===== src/rtl/fpu_types_pkg.sv =====
// Shared types for the Zhinx half-precision FPU front end: opcodes, funct5
// codes, rounding modes, operation/sub-op encodings and the decoded entry
// that the decode stage hands to the datapath.
package fpu_types_pkg;

    localparam int WORD_W       = 32;
    localparam int HALF_FLOAT_W = 16;

    // Major opcodes that carry FP instructions.
    typedef enum logic [6:0] {
        OPC_FMADD  = 7'b1000011,
        OPC_FMSUB  = 7'b1000111,
        OPC_FNMSUB = 7'b1001011,
        OPC_FNMADD = 7'b1001111,
        OPC_OPFP   = 7'b1010011
    } fpu_opcode_t;

    // funct5 (instr[31:27]) values understood under OP-FP.
    typedef enum logic [4:0] {
        FUNCT_ADD    = 5'b00000,
        FUNCT_SUB    = 5'b00001,
        FUNCT_MUL    = 5'b00010,
        FUNCT_DIV    = 5'b00011,
        FUNCT_SGNJ   = 5'b00100,
        FUNCT_MINMAX = 5'b00101,
        FUNCT_SQRT   = 5'b01011,
        FUNCT_CMP    = 5'b10100,
        FUNCT_CLASS  = 5'b11100
    } fpu_funct_t;

    localparam logic [1:0] FMT_HALF = 2'b10;

    // Rounding modes; 101 and above are reserved except 111 (dynamic).
    localparam logic [2:0] RM_RNE      = 3'b000;
    localparam logic [2:0] RM_RTZ      = 3'b001;
    localparam logic [2:0] RM_RDN      = 3'b010;
    localparam logic [2:0] RM_RSVD_MIN = 3'b101;
    localparam logic [2:0] RM_DYN      = 3'b111;

    // Datapath operation.
    typedef enum logic [3:0] {
        FPU_HALF_ADD    = 4'd0,
        FPU_HALF_SUB    = 4'd1,
        FPU_HALF_MUL    = 4'd2,
        FPU_HALF_DIV    = 4'd3,
        FPU_HALF_SQRT   = 4'd4,
        FPU_HALF_MADD   = 4'd5,
        FPU_HALF_MSUB   = 4'd6,
        FPU_HALF_NMSUB  = 4'd7,
        FPU_HALF_NMADD  = 4'd8,
        FPU_HALF_MINMAX = 4'd9,
        FPU_HALF_SGNJ   = 4'd10,
        FPU_HALF_COMP   = 4'd11,
        FPU_HALF_CLASS  = 4'd12
    } fpu_op_t;

    typedef fpu_op_t fpu_operation_t;

    // Sub-operation select; meaning depends on the operation.
    typedef logic [1:0] fpu_subop_t;
    localparam fpu_subop_t SUBOP_NONE  = 2'd0;
    localparam fpu_subop_t SUBOP_MIN   = 2'd0;
    localparam fpu_subop_t SUBOP_MAX   = 2'd1;
    localparam fpu_subop_t SUBOP_SGNJ  = 2'd0;
    localparam fpu_subop_t SUBOP_SGNJN = 2'd1;
    localparam fpu_subop_t SUBOP_SGNJX = 2'd2;
    localparam fpu_subop_t SUBOP_FLE   = 2'd0;
    localparam fpu_subop_t SUBOP_FLT   = 2'd1;
    localparam fpu_subop_t SUBOP_FEQ   = 2'd2;

    // One decoded instruction as presented to the datapath.
    typedef struct packed {
        fpu_op_t                 op;
        fpu_subop_t              subop;
        logic [2:0]              rm;
        logic [HALF_FLOAT_W-1:0] a;
        logic [HALF_FLOAT_W-1:0] b;
        logic [HALF_FLOAT_W-1:0] c;
        logic [4:0]              rd;
        logic                    illegal;
    } fpu_decoded_t;

    localparam int DECODED_W = $bits(fpu_decoded_t);

    // True for the reserved rounding-mode encodings 101/110/111.
    function automatic logic rm_is_reserved(input logic [2:0] rm);
        return (rm >= RM_RSVD_MIN);
    endfunction

endpackage


===== src/rtl/fpu_decode_stage_logic.sv =====
// Purely combinational decoder: instruction word, dynamic rounding mode and
// integer-register operands in, one packed fpu_decoded_t out. Any encoding
// outside the half-precision subset collapses to an illegal entry that keeps
// only the destination register.
module fpu_decode_logic
    import fpu_types_pkg::*;
(
    input  logic [WORD_W-1:0]       instr,
    input  logic [2:0]              frm,
    input  logic [HALF_FLOAT_W-1:0] rs1,
    input  logic [HALF_FLOAT_W-1:0] rs2,
    input  logic [HALF_FLOAT_W-1:0] rs3,
    output logic [DECODED_W-1:0]    decoded
);

    logic [6:0]   opcode_s;
    logic [4:0]   funct5_s;
    logic [1:0]   fmt_s;
    logic [4:0]   rs2_field_s;
    logic [2:0]   rm_field_s;
    logic [2:0]   rm_dyn_s;
    logic [2:0]   rm_s;
    fpu_op_t      op_s;
    fpu_subop_t   subop_s;
    logic         enc_ok_s;
    logic         rounded_s;
    logic         legal_s;
    fpu_decoded_t result_s;
    logic         rs1_field_unused_s;

    assign opcode_s           = instr[6:0];
    assign funct5_s           = instr[31:27];
    assign fmt_s              = instr[26:25];
    assign rs2_field_s        = instr[24:20];
    assign rm_field_s         = instr[14:12];
    assign rs1_field_unused_s = ^instr[19:15];

    // Dynamic rounding only applies to ops that round; others read rm as a selector.
    assign rm_dyn_s = (rm_field_s == RM_DYN) ? frm : rm_field_s;
    assign rm_s     = rounded_s ? rm_dyn_s : rm_field_s;

    // Classify opcode/funct5 into an operation and check its field constraints.
    always_comb begin
        op_s      = FPU_HALF_ADD;
        subop_s   = SUBOP_NONE;
        enc_ok_s  = 1'b0;
        rounded_s = 1'b0;
        case (opcode_s)
            OPC_FMADD:  begin op_s = FPU_HALF_MADD;  enc_ok_s = 1'b1; rounded_s = 1'b1; end
            OPC_FMSUB:  begin op_s = FPU_HALF_MSUB;  enc_ok_s = 1'b1; rounded_s = 1'b1; end
            OPC_FNMSUB: begin op_s = FPU_HALF_NMSUB; enc_ok_s = 1'b1; rounded_s = 1'b1; end
            OPC_FNMADD: begin op_s = FPU_HALF_NMADD; enc_ok_s = 1'b1; rounded_s = 1'b1; end
            OPC_OPFP: begin
                case (funct5_s)
                    FUNCT_ADD: begin op_s = FPU_HALF_ADD; enc_ok_s = 1'b1; rounded_s = 1'b1; end
                    FUNCT_SUB: begin op_s = FPU_HALF_SUB; enc_ok_s = 1'b1; rounded_s = 1'b1; end
                    FUNCT_MUL: begin op_s = FPU_HALF_MUL; enc_ok_s = 1'b1; rounded_s = 1'b1; end
                    FUNCT_DIV: begin op_s = FPU_HALF_DIV; enc_ok_s = 1'b1; rounded_s = 1'b1; end
                    FUNCT_SQRT: begin
                        op_s      = FPU_HALF_SQRT;
                        rounded_s = 1'b1;
                        enc_ok_s  = (rs2_field_s == 5'd0);
                    end
                    FUNCT_SGNJ: begin
                        op_s     = FPU_HALF_SGNJ;
                        subop_s  = rm_field_s[1:0];
                        enc_ok_s = (rm_field_s <= RM_RDN);
                    end
                    FUNCT_MINMAX: begin
                        op_s     = FPU_HALF_MINMAX;
                        subop_s  = rm_field_s[1:0];
                        enc_ok_s = (rm_field_s <= RM_RTZ);
                    end
                    FUNCT_CMP: begin
                        op_s     = FPU_HALF_COMP;
                        subop_s  = rm_field_s[1:0];
                        enc_ok_s = (rm_field_s <= RM_RDN);
                    end
                    FUNCT_CLASS: begin
                        op_s     = FPU_HALF_CLASS;
                        enc_ok_s = (rs2_field_s == 5'd0) && (rm_field_s == RM_RTZ);
                    end
                    default: begin
                        enc_ok_s = 1'b0;
                    end
                endcase
            end
            default: begin
                enc_ok_s = 1'b0;
            end
        endcase
    end

    assign legal_s = enc_ok_s && (fmt_s == FMT_HALF) &&
                     !(rounded_s && rm_is_reserved(rm_s));

    // Assemble the entry; illegal entries keep rd and zero everything else.
    always_comb begin
        result_s    = '0;
        result_s.rd = instr[11:7];
        if (legal_s) begin
            result_s.op      = op_s;
            result_s.subop   = subop_s;
            result_s.rm      = rm_s;
            result_s.a       = rs1;
            result_s.b       = rs2;
            result_s.c       = rs3;
            result_s.illegal = 1'b0;
        end else begin
            result_s.illegal = 1'b1;
        end
    end

    assign decoded = result_s;

endmodule


===== src/rtl/fpu_decode_stage.sv =====
// Issue stage of the Zhinx half-precision FPU. Decodes one instruction per
// cycle and registers it toward the datapath with valid/ready on both sides.
// Build option FPU_DECODE_SKID_EN: adds a second entry so in_ready becomes a
// flop with no combinational path from out_ready. Without it a single output
// register is used and in_ready = !out_valid || out_ready.
module fpu_decode_stage
    import fpu_types_pkg::*;
#(
    parameter int WORD_W = 32,
    parameter int HALF_W = 16
) (
    input  logic              CLK,
    input  logic              RST,
    input  logic              flush,
    input  logic              in_valid,
    output logic              in_ready,
    input  logic [WORD_W-1:0] in_instr,
    input  logic [WORD_W-1:0] in_rs1,
    input  logic [WORD_W-1:0] in_rs2,
    input  logic [WORD_W-1:0] in_rs3,
    input  logic [2:0]        frm,
    output logic              out_valid,
    input  logic              out_ready,
    output logic [3:0]        out_op,
    output logic [1:0]        out_subop,
    output logic [2:0]        out_rm,
    output logic [HALF_W-1:0] out_a,
    output logic [HALF_W-1:0] out_b,
    output logic [HALF_W-1:0] out_c,
    output logic [4:0]        out_rd,
    output logic              out_illegal
);

    logic [DECODED_W-1:0] dec_bits_s;
    fpu_decoded_t         dec_s;
    fpu_decoded_t         out_data_r;
    logic                 out_valid_r;
    logic                 in_ready_s;
    logic                 in_fire_s;
    logic                 rs_hi_unused_s;

    assign rs_hi_unused_s = ^{in_rs1[WORD_W-1:HALF_W], in_rs2[WORD_W-1:HALF_W],
                              in_rs3[WORD_W-1:HALF_W]};

    fpu_decode_logic u_decode (
        .instr   (in_instr),
        .frm     (frm),
        .rs1     (in_rs1[HALF_W-1:0]),
        .rs2     (in_rs2[HALF_W-1:0]),
        .rs3     (in_rs3[HALF_W-1:0]),
        .decoded (dec_bits_s)
    );

    assign dec_s     = dec_bits_s;
    assign in_fire_s = in_valid && in_ready_s;

`ifdef FPU_DECODE_SKID_EN
    fpu_decoded_t skid_data_r;
    logic         skid_valid_r;
    logic         in_ready_r;
    fpu_decoded_t out_data_n_s;
    fpu_decoded_t skid_data_n_s;
    logic         out_valid_n_s;
    logic         skid_valid_n_s;

    // Next state: refill output from skid first, else from input; park input in skid on stall.
    always_comb begin
        out_valid_n_s  = out_valid_r;
        out_data_n_s   = out_data_r;
        skid_valid_n_s = skid_valid_r;
        skid_data_n_s  = skid_data_r;
        if (!out_valid_r || out_ready) begin
            if (skid_valid_r) begin
                out_valid_n_s  = 1'b1;
                out_data_n_s   = skid_data_r;
                skid_valid_n_s = 1'b0;
            end else if (in_fire_s) begin
                out_valid_n_s = 1'b1;
                out_data_n_s  = dec_s;
            end else begin
                out_valid_n_s = 1'b0;
            end
        end else begin
            if (in_fire_s) begin
                skid_valid_n_s = 1'b1;
                skid_data_n_s  = dec_s;
            end else begin
                skid_valid_n_s = skid_valid_r;
            end
        end
    end

    // State registers; flush drops both entries but keeps their stale data.
    always_ff @(posedge CLK) begin
        if (RST) begin
            out_valid_r  <= 1'b0;
            out_data_r   <= '0;
            skid_valid_r <= 1'b0;
            skid_data_r  <= '0;
            in_ready_r   <= 1'b1;
        end else if (flush) begin
            out_valid_r  <= 1'b0;
            skid_valid_r <= 1'b0;
            in_ready_r   <= 1'b1;
        end else begin
            out_valid_r  <= out_valid_n_s;
            out_data_r   <= out_data_n_s;
            skid_valid_r <= skid_valid_n_s;
            skid_data_r  <= skid_data_n_s;
            in_ready_r   <= !skid_valid_n_s;
        end
    end

    assign in_ready_s = in_ready_r;
`else
    // Single output register: load on accept, drop valid once drained.
    always_ff @(posedge CLK) begin
        if (RST) begin
            out_valid_r <= 1'b0;
            out_data_r  <= '0;
        end else if (flush) begin
            out_valid_r <= 1'b0;
        end else if (in_fire_s) begin
            out_valid_r <= 1'b1;
            out_data_r  <= dec_s;
        end else if (out_ready) begin
            out_valid_r <= 1'b0;
        end
    end

    assign in_ready_s = !out_valid_r || out_ready;
`endif

    assign in_ready    = in_ready_s;
    assign out_valid   = out_valid_r;
    assign out_op      = out_data_r.op;
    assign out_subop   = out_data_r.subop;
    assign out_rm      = out_data_r.rm;
    assign out_a       = out_data_r.a;
    assign out_b       = out_data_r.b;
    assign out_c       = out_data_r.c;
    assign out_rd      = out_data_r.rd;
    assign out_illegal = out_data_r.illegal;

endmodule

===== config.mk =====
export PLATFORM = sky130hd
export DESIGN_NAME = fpu_decode_stage
export DESIGN_NICKNAME = d
export VERILOG_FILES = /design/src/rtl/fpu_types_pkg.sv /design/src/rtl/fpu_decode_stage_logic.sv /design/src/rtl/fpu_decode_stage.sv
export SDC_FILE = /design/constraint.sdc
export NUM_CORES = 1
export LEC_CHECK = 0
export CAP_MARGIN = 20
export CORE_MARGIN = 8
export CORE_UTILIZATION = 29
export DETAILED_ROUTE_END_ITERATION = 6
export PLACE_DENSITY = 0.75
export RECOVER_POWER = 50
export SYNTH_ARGS = -nofsm -noshare
export SYNTH_HDL_FRONTEND = slang
export SYNTH_SLANG_ARGS = --single-unit

===== constraint.sdc =====
create_clock -name CLK -period 2.6 [get_ports CLK]
set_input_delay 0.78 -clock CLK [delete_from_list [all_inputs] [get_ports CLK]]
set_output_delay 0.78 -clock CLK [all_outputs]
set_load 0.1 [all_outputs]

=== Yosys cells after proc, flatten, opt, wreduce, memory -nomap -nowiden ===
Cells that the tools add are included.

* Register bits after elaboration: 64
* Word-level logic and storage cells: 61

* Magnitude comparators: 3
* Equal/unequal tests: 16
* Muxes and demuxes: 14
* Bitwise operators: 1
* Reductions and logical operators: 18

{| class="wikitable"
|+ Operators with widths
! operator !! count
|-
| 2-to-1 mux 57 bit || 1
|-
| == test 7 bit (second input constant) || 5
|-
| case mux 4 bit (8 select lines) || 1
|-
| case mux 4 bit (5 select lines) || 1
|-
| == test 5 x 2 -> 1 bit (second input constant) || 2
|-
| == test 5 x 3 -> 1 bit (second input constant) || 2
|-
| == test 5 bit (second input constant) || 2
|-
| zero test 5 bit || 2
|-
| OR reduction 4 bit || 2
|-
| 2-to-1 mux 3 bit || 2
|-
| == test 5 x 1 -> 1 bit (second input constant) || 1
|-
| == test 5 x 4 -> 1 bit (second input constant) || 1
|-
| logical AND 1 bit || 5
|-
| case mux 1 bit (5 select lines) || 1
|-
| OR reduction 5 bit || 1
|-
| 2-to-1 mux 1 bit || 4
|-
| 2-to-1 mux 2 bit || 2
|-
| case mux 1 bit (2 select lines) || 2
|-
| OR reduction 2 bit || 2
|-
| == test 3 x 1 -> 1 bit (second input constant) || 1
|-
| == test 3 bit (second input constant) || 1
|-
| >= comparator 3 bit (second input constant) || 1
|-
| <= comparator 3 x 1 -> 1 bit (second input constant) || 1
|-
| <= comparator 3 x 2 -> 1 bit (second input constant) || 1
|-
| other kinds (7) || 8
|}

=== Logic depth before layout (Yosys ltp) ===
* Word-level depth: 10
* Gate-level depth with buffers: 7

=== Cells and area by module ===
Synthesis repeated with hierarchy kept, for this count alone.

* Cells, all modules: 414
* Area, all modules: 4110.2 µm²

{| class="wikitable"
|+ Modules (own cells, without submodules)
! module !! times used !! cells an instance !! area an instance (µm²) !! sequential area each (µm²)
|-
| fpu_decode_stage || 1 || 279 || 2925.3 || 1281.2
|-
| fpu_decode_logic || 1 || 135 || 1184.9 || 0.0
|}

=== Least setup slack after synthesis ===
OpenSTA, ideal clock, no wires.

* Path kind: reg-to-reg
* Start: register out_valid_r, in the netlist out_valid
* End: register out_data_r (netlist bit out_op[1])
* Setup time: 65 ps
* Data arrival time: 2527 ps
* Slack: 9 ps
* Stages on the path, launching flop included: 8
* Buffers on the path: 2
* Period minus slack after synthesis: 2591 ps
* Path through: dfxtp_1 nor2b_1 nor3b_1 buf_1 nand4_1 nor4_4 buf_6 a32o_1

* Cells in the longest elaborated chain, start to end: 4

{| class="wikitable"
|+ RTL lines
! what !! line !! RTL
|-
| from (decl) || fpu_decode_stage.sv:37 || <nowiki>logic out_valid_r;</nowiki>
|-
| from (signal assigned) || fpu_decode_stage.sv:119 || <nowiki>out_valid_r <= 1'b0;</nowiki>
|-
| from (signal assigned) || fpu_decode_stage.sv:122 || <nowiki>out_valid_r <= 1'b0;</nowiki>
|-
| from (signal assigned) || fpu_decode_stage.sv:124 || <nowiki>out_valid_r <= 1'b1;</nowiki>
|-
| zero test 1 bit || fpu_decode_stage.sv:131 || <nowiki>assign in_ready_s = !out_valid_r || out_ready;</nowiki>
|-
| logical OR 1 bit || fpu_decode_stage.sv:131 ||
|-
| logical AND 1 bit || fpu_decode_stage.sv:55 || <nowiki>assign in_fire_s = in_valid && in_ready_s;</nowiki>
|-
| AND reduction 2 bit (no line) || n/a ||
|-
| to (signal assigned) || fpu_decode_stage.sv:125 || <nowiki>out_data_r <= dec_s;</nowiki>
|-
| to (decl) || fpu_decode_stage.sv:36 || <nowiki>fpu_decoded_t out_data_r;</nowiki>
|}

No other way between the ends.
A chain may end at the register's enable or synchronous reset.

=== Worst setup path in the final report ===
* Start: input port in_instr[29]
* End: register out_data_r (netlist bit out_rm[0])

* Cells in the longest elaborated chain, start to end: 10
* Elaborated cells between the ends (all ways): 23
* Classes of those cells: order compare (1); eq/ne (8); mux (6); reduce/logical (8)

{| class="wikitable"
|+ RTL lines
! what !! line !! RTL
|-
| from (decl) || fpu_decode_stage.sv:17 || <nowiki>input logic [WORD_W-1:0] in_instr,</nowiki>
|-
| == test 5 x 1 -> 1 bit (tied with other cells) || fpu_decode_stage_logic.sv:54 || <nowiki>case (funct5_s)</nowiki>
|-
| OR reduction 5 bit (no line) || n/a ||
|-
| 2-to-1 mux 1 bit || fpu_decode_stage_logic.sv:54 ||
|-
| case mux 1 bit (2 select lines) || fpu_decode_stage_logic.sv:48 || <nowiki>case (opcode_s)</nowiki>
|-
| 2-to-1 mux 3 bit || fpu_decode_stage_logic.sv:40 || <nowiki>assign rm_s = rounded_s ? rm_dyn_s : rm_field_s;</nowiki>
|-
| >= comparator 3 bit || fpu_types_pkg.sv:87 || <nowiki>return (rm >= RM_RSVD_MIN);</nowiki>
|-
| logical AND 1 bit || fpu_decode_stage_logic.sv:95 || <nowiki>!(rounded_s && rm_is_reserved(rm_s));</nowiki>
|-
| zero test 1 bit || fpu_decode_stage_logic.sv:95 ||
|-
| logical AND 1 bit || fpu_decode_stage_logic.sv:94 || <nowiki>assign legal_s = enc_ok_s && (fmt_s == FMT_HALF) &&</nowiki>
|-
| 2-to-1 mux 57 bit (*) || fpu_decode_stage_logic.sv:101 || <nowiki>if (legal_s) begin</nowiki>
|}

Mark *: on every way between the ends. The rest lies on a longest branch, timed or not.

==> flow_metrics.py <==
metrics = {
    "sta": {
        "final.period_utilization_pct": 99.67,
        "fmaxAchievable_mhz": 385.9,
        "slew_viol_final": 0,
        "timing.final.hold_violations": 0,
        "fin_skew_ps": 12.47,
        "minimum_clock_period_after_layout_ps": 2591,
        "final_setup_violation_count": 0,
        "setup_total_negative_slack_ps": 0,
        "tightest_slew_ps": 693.3,
        "setup_slack_ps": 8.572,
        "max-slew-margin-rel_pct": 53.67,
    },
    "place": {
        "pre_cts_slack_ps": -476.4,
        "place.detailed.instances": 470,
        "last_weighted_congestion_value_of_the_routability_driven_placer": 0.8649,
        "detailed_place_hpwl_um": 5975,
        "placement.io_buffers": 147,
    },
    "run": {
        "maxCapViolCount": 0,
    },
    "min_path": {
        "hold_path_depth": 1,
        "hold_path_class": "register to register",
    },
    "yosys": {
        "top_cells_by_count_synth": "dfxtp_1 (64), a22o_1 (52), nor2_1 (12)",
        "yosys.cell_types.count": 36,
        "post_synthesis_area_per_instance_um2": 11.28,
        "synth_sequential_area_ratio_pct": 54.35,
        "synth_largest_type_area_fraction_pct": 54.35,
        "yosysMostFrequentCell": "dfxtp_1",
        "netlist.top_cell.by_area": "dfxtp_1",
        "postSynthNetCount": 345,
        "asyncSetResetFlopFracSynth_pct": 0,
        "yosys-top-cells-area": "dfxtp_1 (54%), a22o_1 (19%), buf_6 (2.4%)",
        "synth_cells": 209,
        "post_synthesis_instance_area_um2": 2357,
        "synthesis.yosys.warnings": 0,
        "ys_dominant_reg_cell": "dfxtp_1",
        "number_of_register_bits_inferred_by_synthesis": 64,
        "synth_edf_count": 0,
    },
    "detailed_routing": {
        "met3_wirelength_um": 493,
        "via_per_inst": 4.831,
        "antenna_violating_nets_post_route": 0,
        "drt_wl_total_um": 7787,
        "detailroute.wirelength.met2_um": 4004,
        "wl_met1_um": 3167,
        "via_count_of_the_routed_design": 2348,
        "routed_wire_length_per_instance_um": 16.02,
        "dr.pass1.iters": 4,
        "route.detailed.drc": 0,
        "first_iter_violations": 69,
        "route.top_layer_used": "met4",
    },
    "layout": {
        "synthToLayoutAreaGrowth_pct": 70.54,
        "design.final.nets": 512,
        "post_route_cells_drive_above_1_share_pct": 31.76,
        "diodes": 0,
        "final-instance-count-excl-fill": 486,
        "n_fill_cell": 748,
        "fin_util_pct": 49.93,
    },
    "floorplanning": {
        "core_um2": 8051,
        "dieWidth_um": 106.2,
        "die_y_um": 106.2,
        "effective_utilization_at_floorplan_pct": 29.28,
        "floorplan.rows": 33,
        "design.die.area_um2": 11270,
        "ioPinCount": 201,
    },
    "worst_setup_path": {
        "cp.arrival_ps": 2820,
        "critPathMaxFanout": 3,
        "crit_path_capture_type": "register",
        "worst-r2r-cell-count": 6,
        "cp_data_required_time_ps": 2820,
        "worst_setup_path_category": "input pin to register",
        "setup.worst_path.start_class": "input pin",
    },
    "run_status": {
        "status": "finished, final reports clean",
    },
    "power_and_ir_drop": {
        "power.leakage_nw": 1.678,
        "total_power_of_the_final_layout_mw": 2.043,
        "power.density_cell_area_nw_per_um2": 508.2,
        "vdd.ir_drop.worst_v": 0.0002369,
    },
    "clock_network": {
        "cts_hold_repair.buffers": 0,
        "cts_buffer_depth": 2,
        "clock_tree_from_tritoncts": "built",
        "cts_root_buf": "clkbuf_8",
        "worstSkewPairLatency_ps": 330,
        "tritoncts.num_buffers": 9,
        "clk_transition_reported_paths_ps": 70,
        "cts.sink_count": 64,
        "cts_htree_levels": 3,
    },
    "global_routing": {
        "grt_max_degree": 32,
        "globalRouteTotalUtil_pct": 13.21,
        "globalRouteOverflowTotal": 0,
        "grt_pass1_wl_um": 12100,
        "grt_antenna_before_repair": 0,
        "first_global_vias": 2388,
    },
}
## final timing paths
| path | startpoint | end | slack, ps |
|---|---|---|---|
| max reg2reg | out_valid | out_rm[2] | 640 |
| max | in_instr[29] | out_rm[0] | 9 |
| min reg2reg | out_rm[0] | out_rm[0] | 470 |
| min | out_rm[0] | out_rm[0] | 470 |
## report_power, final
part | switching [mW] | leakage [nW] | internal (mW)
combinational | 0.130 | 1.08 | 0.160
clock | 0.392 | 0.0845 | 0.373
sequential | 0.00276 | 0.516 | 0.985
## layout by cell type, fill, tap and decap left out, drive strengths merged
cell type      count
clkinvlp           3
nand3              3
nor4b              1
a2bb2oi            1
a211oi             2
and4b              1
a32o               4
nor2              12
buf               27
nor2b              5
a22o              52
dfxtp             64
o32a               1
clkinv             3
or4b               1
a21boi             1
inv                3
and4bb             1
a311o              1
nor3b              2
a21oi              2
or4                3
or3b               2
nor4               2
nand4              1
nand2              5
o32ai              1
dlygate4sd3        1
nor4bb             1
clkbuf            71
nor3               5
nand4b             1
mux2i              5
nand2b             2
o22ai              1
clkdlybuf4s50     81
o21ai              9
## repair_timing
action,4_1_cts,5_1_grt
gates resized for setup,2,9
setup buffers,0,0
endpoints found under the setup margin,54,57
pin swaps,1,4
## sequential cells by signal, indices dropped and copies added (netlist names)
| name | flops |
|---|---|
| out_a | 16 |
| out_valid | 1 |
| out_op | 4 |
| out_subop | 2 |
| out_illegal | 1 |
| out_c | 16 |
| out_b | 16 |
| out_rm | 3 |
| out_rd | 5 |
## metrics by stage
| step | cell area [µm²] | hold slack, ps |
|---|---|---|
| floorplan | 2357 | 859.3 |
| detailed placement | 3950 | 456.0 |
| global route | 4020 | 488.9 |
| global placement | 3923 | 457.5 |
| finish | 4020 | 470.2 |
| CTS | 4135 | 476.4 |
## layer usage
layer,track usage [%],vias up
li1,-,1146
met1,14.11,1103
met2,23.24,87
met3,4.598,12
met4,5.427,0
met5,0,-
## logic make-up after synthesis
logic type | count (synthesis) | synth area share (%)
AO/OA/AOI/OAI | 75 | 26.38
flip-flops | 64 | 54.35
AND/OR/NAND/NOR | 48 | 12.84
buffers and inverters | 17 | 4.299
multiplexers | 5 | 2.123
## final cells by class
cell class | instances | area [µm²] | share of cell area, %
Clock buffer | 10 | 137.6 | 3.424
Inverter | 3 | 11.26 | 0.2801
Timing Repair Buffer | 170 | 1386 | 34.48
Tap cell | 105 | 131.4 | 3.268
Sequential cell | 64 | 1281 | 31.87
Multi-Input combinational cell | 128 | 1027 | 25.55
Clock inverter | 6 | 45.04 | 1.120
## worst max-delay path, stage by stage
cell,delay (ps)
clkdlybuf4s50_1,430
or4_1,590
o21ai_2,200
nand3_2,120
or3b_2,450
a32o_1,260
No activity file was read; power rests on OpenSTA's default activity.
